### config.mk
export PLATFORM = sky130hd
export DESIGN_NAME = uart_tx_fifo
export DESIGN_NICKNAME = d
export VERILOG_FILES = /design/src/rtl/uart_tx_fifo.sv
export SDC_FILE = /design/constraint.sdc
export NUM_CORES = 1
export LEC_CHECK = 0
export BUFFER_PORTS_ARGS = -buffer_cell sky130_fd_sc_hd__buf_2
export CAP_MARGIN = 30
export CORE_UTILIZATION = 50
export CTS_CLUSTER_SIZE = 30
export DETAILED_ROUTE_END_ITERATION = 16
export GPL_ROUTABILITY_DRIVEN = 0
export PLACE_DENSITY = 0.67
export SYNTH_ARGS = -nofsm -noshare
export SYNTH_HDL_FRONTEND = slang
export SYNTH_SLANG_ARGS = --single-unit
export TNS_END_PERCENT = 5
### constraint.sdc
create_clock -name clk -period 3.06 [get_ports clk]
set_input_delay 0.306 -clock clk [delete_from_list [all_inputs] [get_ports clk]]
set_output_delay 0.306 -clock clk [all_outputs]
set_load 0.05 [all_outputs]
### src/rtl/uart_tx_fifo.sv
// uart_tx_fifo: byte FIFO in front of the UART transmitter, one enable pulse per byte.
// Define UART_TX_FIFO_OVF_EN to add the refused-push counter and sticky flag.
module uart_tx_fifo #(
    parameter int DATA_WIDTH = 8,
    parameter int DEPTH_LOG2 = 4,
    parameter int BUSY_WAIT  = 4
) (
    input  logic                  clk,
    input  logic                  reset,
    input  logic                  in_valid,
    input  logic [DATA_WIDTH-1:0] in_data,
    output logic                  in_ready,
    output logic                  tx_enable,
    output logic [DATA_WIDTH-1:0] tx_data,
    input  logic                  tx_busy,
    output logic [DEPTH_LOG2:0]   level,
    output logic                  empty,
    output logic                  full
`ifdef UART_TX_FIFO_OVF_EN
    ,
    output logic [15:0]           ovf_count,
    output logic                  ovf_sticky
`endif
);

    localparam int WCW = $clog2(BUSY_WAIT + 1);
    localparam int DEPTH = 1 << DEPTH_LOG2;
    localparam logic [DEPTH_LOG2:0]   FULL_LEVEL  = {1'b1, {DEPTH_LOG2{1'b0}}};
    localparam logic [DEPTH_LOG2:0]   ZERO_LEVEL  = {(DEPTH_LOG2+1){1'b0}};
    localparam logic [DEPTH_LOG2:0]   LVL_ONE     = {{DEPTH_LOG2{1'b0}}, 1'b1};
    localparam logic [DEPTH_LOG2-1:0] PTR_ONE     = {{(DEPTH_LOG2-1){1'b0}}, 1'b1};
    localparam logic [WCW-1:0]        WC_ONE      = {{(WCW-1){1'b0}}, 1'b1};
    localparam logic [WCW-1:0]        BUSY_WAIT_C = WCW'(BUSY_WAIT);

    typedef enum logic [1:0] {
        ST_IDLE   = 2'd0,
        ST_LAUNCH = 2'd1,
        ST_SEND   = 2'd2
    } state_t;

    state_t                  state_r, state_s;
    logic [WCW-1:0]          wait_cnt_r, wait_cnt_s;
    logic [DEPTH_LOG2-1:0]   wr_ptr_r, rd_ptr_r;
    logic [DEPTH_LOG2:0]     level_r, level_s;
    logic                    empty_r, full_r, in_ready_r;
    logic                    tx_enable_r;
    logic [DATA_WIDTH-1:0]   tx_data_r;
    logic                    push_s, pop_s;
    logic [DATA_WIDTH-1:0]   mem_r [DEPTH];

    // Handshake FSM: pop only from IDLE with the transmitter free, then wait for busy to cycle.
    always_comb begin
        state_s    = state_r;
        wait_cnt_s = wait_cnt_r;
        pop_s      = 1'b0;
        case (state_r)
            ST_IDLE: begin
                if (!empty_r && !tx_busy) begin
                    pop_s      = 1'b1;
                    wait_cnt_s = {WCW{1'b0}};
                    state_s    = ST_LAUNCH;
                end else begin
                    state_s    = ST_IDLE;
                end
            end
            ST_LAUNCH: begin
                if (tx_busy) begin
                    state_s = ST_SEND;
                end else begin
                    // A transmitter that never raises busy still frees the FSM; the byte counts as sent.
                    wait_cnt_s = wait_cnt_r + WC_ONE;
                    if (wait_cnt_s == BUSY_WAIT_C) begin
                        state_s = ST_IDLE;
                    end else begin
                        state_s = ST_LAUNCH;
                    end
                end
            end
            ST_SEND: begin
                if (!tx_busy) begin
                    state_s = ST_IDLE;
                end else begin
                    state_s = ST_SEND;
                end
            end
            default: begin
                state_s    = ST_IDLE;
                wait_cnt_s = {WCW{1'b0}};
            end
        endcase
    end

    // Occupancy bookkeeping; acceptance uses the registered ready so a same-cycle pop never admits a push at full.
    always_comb begin
        push_s  = in_valid && in_ready_r;
        level_s = level_r;
        case ({push_s, pop_s})
            2'b10:   level_s = level_r + LVL_ONE;
            2'b01:   level_s = level_r - LVL_ONE;
            default: level_s = level_r;
        endcase
    end

    // Control registers and the transmitter-facing outputs.
    always_ff @(posedge clk) begin
        if (reset) begin
            state_r     <= ST_IDLE;
            wait_cnt_r  <= {WCW{1'b0}};
            wr_ptr_r    <= {DEPTH_LOG2{1'b0}};
            rd_ptr_r    <= {DEPTH_LOG2{1'b0}};
            level_r     <= ZERO_LEVEL;
            empty_r     <= 1'b1;
            full_r      <= 1'b0;
            in_ready_r  <= 1'b1;
            tx_enable_r <= 1'b0;
            tx_data_r   <= {DATA_WIDTH{1'b0}};
        end else begin
            state_r     <= state_s;
            wait_cnt_r  <= wait_cnt_s;
            level_r     <= level_s;
            empty_r     <= (level_s == ZERO_LEVEL);
            full_r      <= (level_s == FULL_LEVEL);
            in_ready_r  <= (level_s != FULL_LEVEL);
            tx_enable_r <= pop_s;
            if (push_s) begin
                wr_ptr_r <= wr_ptr_r + PTR_ONE;
            end
            if (pop_s) begin
                rd_ptr_r  <= rd_ptr_r + PTR_ONE;
                tx_data_r <= mem_r[rd_ptr_r];
            end
        end
    end

    // Storage array; contents are don't-care after reset so it carries no reset.
    always_ff @(posedge clk) begin
        if (push_s) begin
            mem_r[wr_ptr_r] <= in_data;
        end
    end

    assign in_ready  = in_ready_r;
    assign tx_enable = tx_enable_r;
    assign tx_data   = tx_data_r;
    assign level     = level_r;
    assign empty     = empty_r;
    assign full      = full_r;

`ifdef UART_TX_FIFO_OVF_EN
    logic [15:0] ovf_count_r;
    logic        ovf_sticky_r;

    // Refused-push statistics: saturating count plus a flag that only reset clears.
    always_ff @(posedge clk) begin
        if (reset) begin
            ovf_count_r  <= 16'h0000;
            ovf_sticky_r <= 1'b0;
        end else if (in_valid && !in_ready_r) begin
            if (ovf_count_r != 16'hFFFF) begin
                ovf_count_r <= ovf_count_r + 16'd1;
            end
            ovf_sticky_r <= 1'b1;
        end
    end

    assign ovf_count  = ovf_count_r;
    assign ovf_sticky = ovf_sticky_r;
`endif

endmodule
Word-level counts from Yosys, hierarchy flattened:

Memories as Yosys holds them, arrays and structs flattened. A register that Yosys moved wholly into a read port is not among the register bits.
Index checks and enable logic that the tools add are counted.

* RAM bits: 128
* register bits after elaboration: 22
* output and inout bits: 17
* latch bits: 0
* input bits: 12
* memories: 1
* ROM bits: 0
* word-level logic and storage cells: 45

* equality and inequality tests: 9
* add/sub/neg operators: 5
* $lt $le $gt $ge: 0
* bitwise logic cells: 1
* reduce and logical (&&, ||, !) cells: 7
* shifts and indexed selects: 0
* divide/modulo/power cells: 0
* multiply operators: 0
* muxes and demuxes: 13

Memory list
* mem_r: depth 16, width 8, read ports 1, clocked after Yosys merged registers in 1, write ports 1, line 49 `logic [DATA_WIDTH-1:0] mem_r [DEPTH];`

Operators by type and width (count)
* $pmux 5 s2: 1
* $pmux 3 s3: 1
* $add 4x1->4 const B: 2
* $mux 1: 6
* $mux 3: 2
* $pmux 2 s3: 1
* $add 5x1->5 const B: 1
* $eq 5x5->1 const B: 1
* $logic_not 5->1: 1
* $ne 5x5->1 const B: 1
* $sub 5x1->5 const B: 1
* $eq 2x1->1 const B: 2
* $eq 2x2->1 const B: 2
* $mux 2: 2
* $ne 2x2->1 const B: 2
* $add 3x1->3 const B: 1
* $eq 3x3->1 const B: 1
* $reduce_and 3->1: 1
* $logic_and 1x1->1: 2
* $logic_not 1->1: 2
* $logic_not 2->1: 1
* $not 1->1: 1

Longest topological paths before layout:

* depth in word-level cells: 7
* gate-level depth with buffers: 11
* depth with buffers taken out: 10

Worst setup path before layout:

OpenSTA, ideal clock, no wires.

* path type: flip-flop to flip-flop
* from: register in_ready_r (netlist: in_ready)
* to: register in_ready_r (netlist: in_ready)
* setup time: 134 ps
* path slack: -68 ps
* buffers on the path: 1
* required time: 2926 ps
* cell stages (with the launch flop): 12
* period minus slack after synthesis: 3128 ps
* data arrival time: 2994 ps
* path through: dfxtp_1 > and2_1 > clkbuf_1 > inv_1 > ha_1 > xor2_1 > ha_1 > mux2_2 > o21ai_0 > nand3_1 > xor2_1 > or4b_1

* cells in the longest elaborated chain, start to end: 4
* elaborated cells between the ends (all ways): 5
* classes of those cells: 3 x eq/ne; 1 x mux; 1 x reduce/logical

Ends and longest elaborated chain
* start, declared: line 45 `logic empty_r, full_r, in_ready_r;`
* start signal, assigned: line 123 `in_ready_r <= (level_s != FULL_LEVEL);`
* $logic_and 1x1->1 (*): line 95 `push_s = in_valid && in_ready_r;`
* $eq 2x1->1 / $eq 2x2->1 (equally long branches): line 97 `case ({push_s, pop_s})`
* $pmux 5 s2 (*): line 97
* $ne 5x5->1 (*): line 123

Every way passes the cells marked *; elsewhere a longest branch is shown, timed or not.
A chain may end at the register's enable or synchronous reset.

Worst setup path after layout:

* from: register state_r[0]
* to: register in_ready_r (netlist: in_ready)

* cells in the longest elaborated chain, start to end: 5
* elaborated cells between the ends (all ways): 6
* classes of those cells: 3 x eq/ne; 2 x mux; 1 x reduce/logical

Ends and longest elaborated chain
* start, declared: line 41 `state_t state_r, state_s;`
* start signal, assigned: line 118 `state_r <= state_s;`
* $logic_not 2->1 (*): line 56 `case (state_r)`
* $mux 1 (*): line 56
* $eq 2x1->1 / $eq 2x2->1 (equally long branches): line 97
* $pmux 5 s2 (*): line 97
* $ne 5x5->1 (*): line 123

Marked as above.

==> run_results.csv <==
group,metric,value,unit
status,run_status,"finished clean",
place,dp_hpwl,7.33,mm
die,dieArea,0.0134,mm2
synthesis,syn_inst,369,
sta,slew_viol_final,0,
sta,tightest_slew,891,ps
global_route,track_usage,0.193,
setup_path,cp-start-kind,"flop",
sta,setup-violations-final,0,
setup_path,crit_fanout,7,
clock_network,clkTransAtPathRegs,60,ps
finish,antenna_cells,0,
clock_network,cts_resized,0,
sta,setup_tns,0,ps
sta,slew_headroom,0.404,
synthesis,synth.area.top_cells,"edfxtp_1, dfxtp_1, mux4_1",
synthesis,yosysUniqueCellTypes,47,
clock_network,cts_buffers,17,
die,die_width,116,um
finish,areaGrowthSynthToFinish,12.5,%
pwr,ir_drop,0.432,mV
die,die_h,116,um
clock_network,cts_setup_buffers,0,
place,numPortBuffers,28,
sta,period_share,0.897,
job,timing.max_cap.violations,0,
synthesis,postSynthAreaPerCell,17.5,um2
hold_path,hold_depth,3,
pwr,cellPowerDensity,695,mW/mm2
synthesis,ys_ff_latch,158,
die,rows,41,
global_route,antenna_found_initial,0,
clock_network,clock_path_buffers,2,
global_route,grt_max_degree,35,
detailed_routing,antenna_left,0,
place,place_area,0.00674,mm2
finish,final_cell_area,0.00726,mm2
detailed_routing,post_drt_wl_per_cell,19.7,um
synthesis,yosysTopAreaCellShare,0.595,
synthesis,ys_seq_area_frac,0.688,
setup_path,end_kind,"flop",
finish,nets,429,
clock_network,cts_tree,"done",
pwr,p_leak,2.48,nW
synthesis,synthFlopType,"edfxtp_1",
die,core,0.0126,mm2
clock_network,cts_max_level,4,
clock_network,clockRootBuffer,"clkbuf_16",
detailed_routing,drt_iter0_drc,226,
sta,skew,7.30,ps
global_route,grt_pass1_vias,3204,
detailed_routing,vias,3305,
setup_path,crit_required,3360,ps
clock_network,clock-sinks,158,
synthesis,yosysWarnings,0,
sta,hold_viol_final,0,
detailed_routing,drt_wl_total,11.7,mm
synthesis,synth-async-reset-ratio,0,
clock_network,ctsHoldBuffers,0,
detailed_routing,viasPerCell,5.60,
setup_path,cp_slowest_cell,"or4b_1",
setup_path,worstPathCellList,"nor4_4 > ha_1 > xor2_1 > ha_1 > mux2_2 > o21ai_0 > nand3_1 > xor2_1 > or4b_1",
die,start_util,0.512,
sta,fmax,364,MHz
die,io_pins,29,
global_route,grt_pass1_wl,18.1,mm
hold_path,hold_class,"in2reg",
detailed_routing,drtPass1Iterations,4,
detailed_routing,drc,0,
setup_path,crit_type,"reg2reg",
sta,layout_min_cycle_time,2750,ps
synthesis,yosysTopAreaCell,"edfxtp_1",
synthesis,synth_edf_count,128,
finish,drive_gt1_frac,0.206,
global_route,overflow,0,
sta,rsz0062_at_grt,"no",
clock_network,worstSkewPairLatency,420,ps
setup_path,cp.arrival,3040,ps
synthesis,syn_area,0.00646,mm2
synthesis,synth_nets,391,
setup_path,critPathMaxStageDelay,500,ps
setup_path,rr_worst_depth,9,
cells in the final DEF, fill, tap and decap left out, drive strengths merged, types with 2 or more instances in the layout:
master	count
nand4	2
xor2	7
clkbuf	19
nand2b	13
edfxtp	128
nor2b	3
a211oi	2
nor4b	2
ha	10
nor2	31
and2b	2
inv	11
clkinvlp	2
dfxtp	30
buf	38
a22o	8
and2	2
clkinv	6
mux2i	4
mux4	32
a221oi	8
nand2	12
xnor2	5
nor3	8
a21oi	7
o21ai	3
o22ai	9
sequential cells by signal, indices dropped and copies added, names as in the netlist:
register,flops
empty,1
full,1
in_ready,1
level,5
mem_r,128
rd_ptr_r,4
state_r,2
tx_data,8
tx_enable,1
wait_cnt_r,3
wr_ptr_r,4
synth_stat cells (all sizes together), types with 2 or more instances:
cell type	number
edfxtp	128
mux4	32
nor2	31
dfxtp	30
nand2b	13
nand2	12
buf	10
ha	10
inv	9
o22ai	9
a221oi	8
a22o	8
nor3	8
a21oi	7
clkbuf	7
xor2	7
xnor2	5
mux2i	4
nor2b	3
o21ai	3
a211oi	2
and2	2
and2b	2
clkdlybuf4s25	2
nand4	2
nor4b	2
worst paths after layout:
check	start	endpoint	slack (ps)
worst max-delay path	state_r[0]	in_ready	310
worst max register to register	state_r[0]	in_ready	310
worst min-delay path	tx_busy	state_r[1]	190
worst min register to register	tx_data[6]	tx_data[6]	490
cell families (layout without fill, tap and decap cells):
| logic type | Yosys count | count (layout) | share of synthesized area |
|---|---|---|---|
| muxes | 37 | 37 | 0.131 |
| buffers and inverters | 28 | 77 | 0.0312 |
| DFF | 158 | 158 | 0.688 |
| adders and majority gates | 10 | 10 | 0.0194 |
| and+or+nand+nor | 83 | 83 | 0.0672 |
| xor gates and xnor gates | 12 | 12 | 0.0163 |
| AOI/OAI and AO/OA | 41 | 41 | 0.0475 |
per-layer routing:
metal  up-vias  global-route usage  part of all wire
li1       1537                   -                 -
met1      1671               0.263              0.45
met2        82               0.299              0.49
met3        15              0.0502             0.049
met4         0              0.0744             0.016
met5         -                   0                 0
report_power, final:
group          switching (mW)  internal, mW
combinational           0.388         0.284
sequential             0.0833          2.40
clock                   0.794          1.10
final cells by class:
| type | instances | area, um2 |
|---|---|---|
| Fill cell | 997 | 5360 |
| Sequential cell | 158 | 4450 |
| Multi-Input combinational cell | 183 | 1810 |
| Clock buffer | 19 | 433 |
| Timing Repair Buffer | 38 | 228 |
| Tap cell | 172 | 215 |
| Clock inverter | 11 | 93.8 |
| Inverter | 9 | 33.8 |
critical path: cells and delay by family (launching register included):
family / cells / cell delay, ps
compound gates: 1 / 140
xor+xnor: 2 / 360
fa+ha+maj: 2 / 520
flops: 1 / 360
mux: 1 / 330
simple gates: 3 / 910
through the flow:
stage	util	hold slack [ps]	setup slack, ps	total power, mW	std cells
detailed placement	0.534	473	306	3.20	560
CTS	0.576	170	293	5.08	590
global route	0.576	192	102	5.24	590
global placement	0.534	475	346	3.19	560
floorplan	-	405	1.75	3.05	369
finish	0.576	185	314	5.05	590
Note: power is estimated with default switching activity, not from simulation.
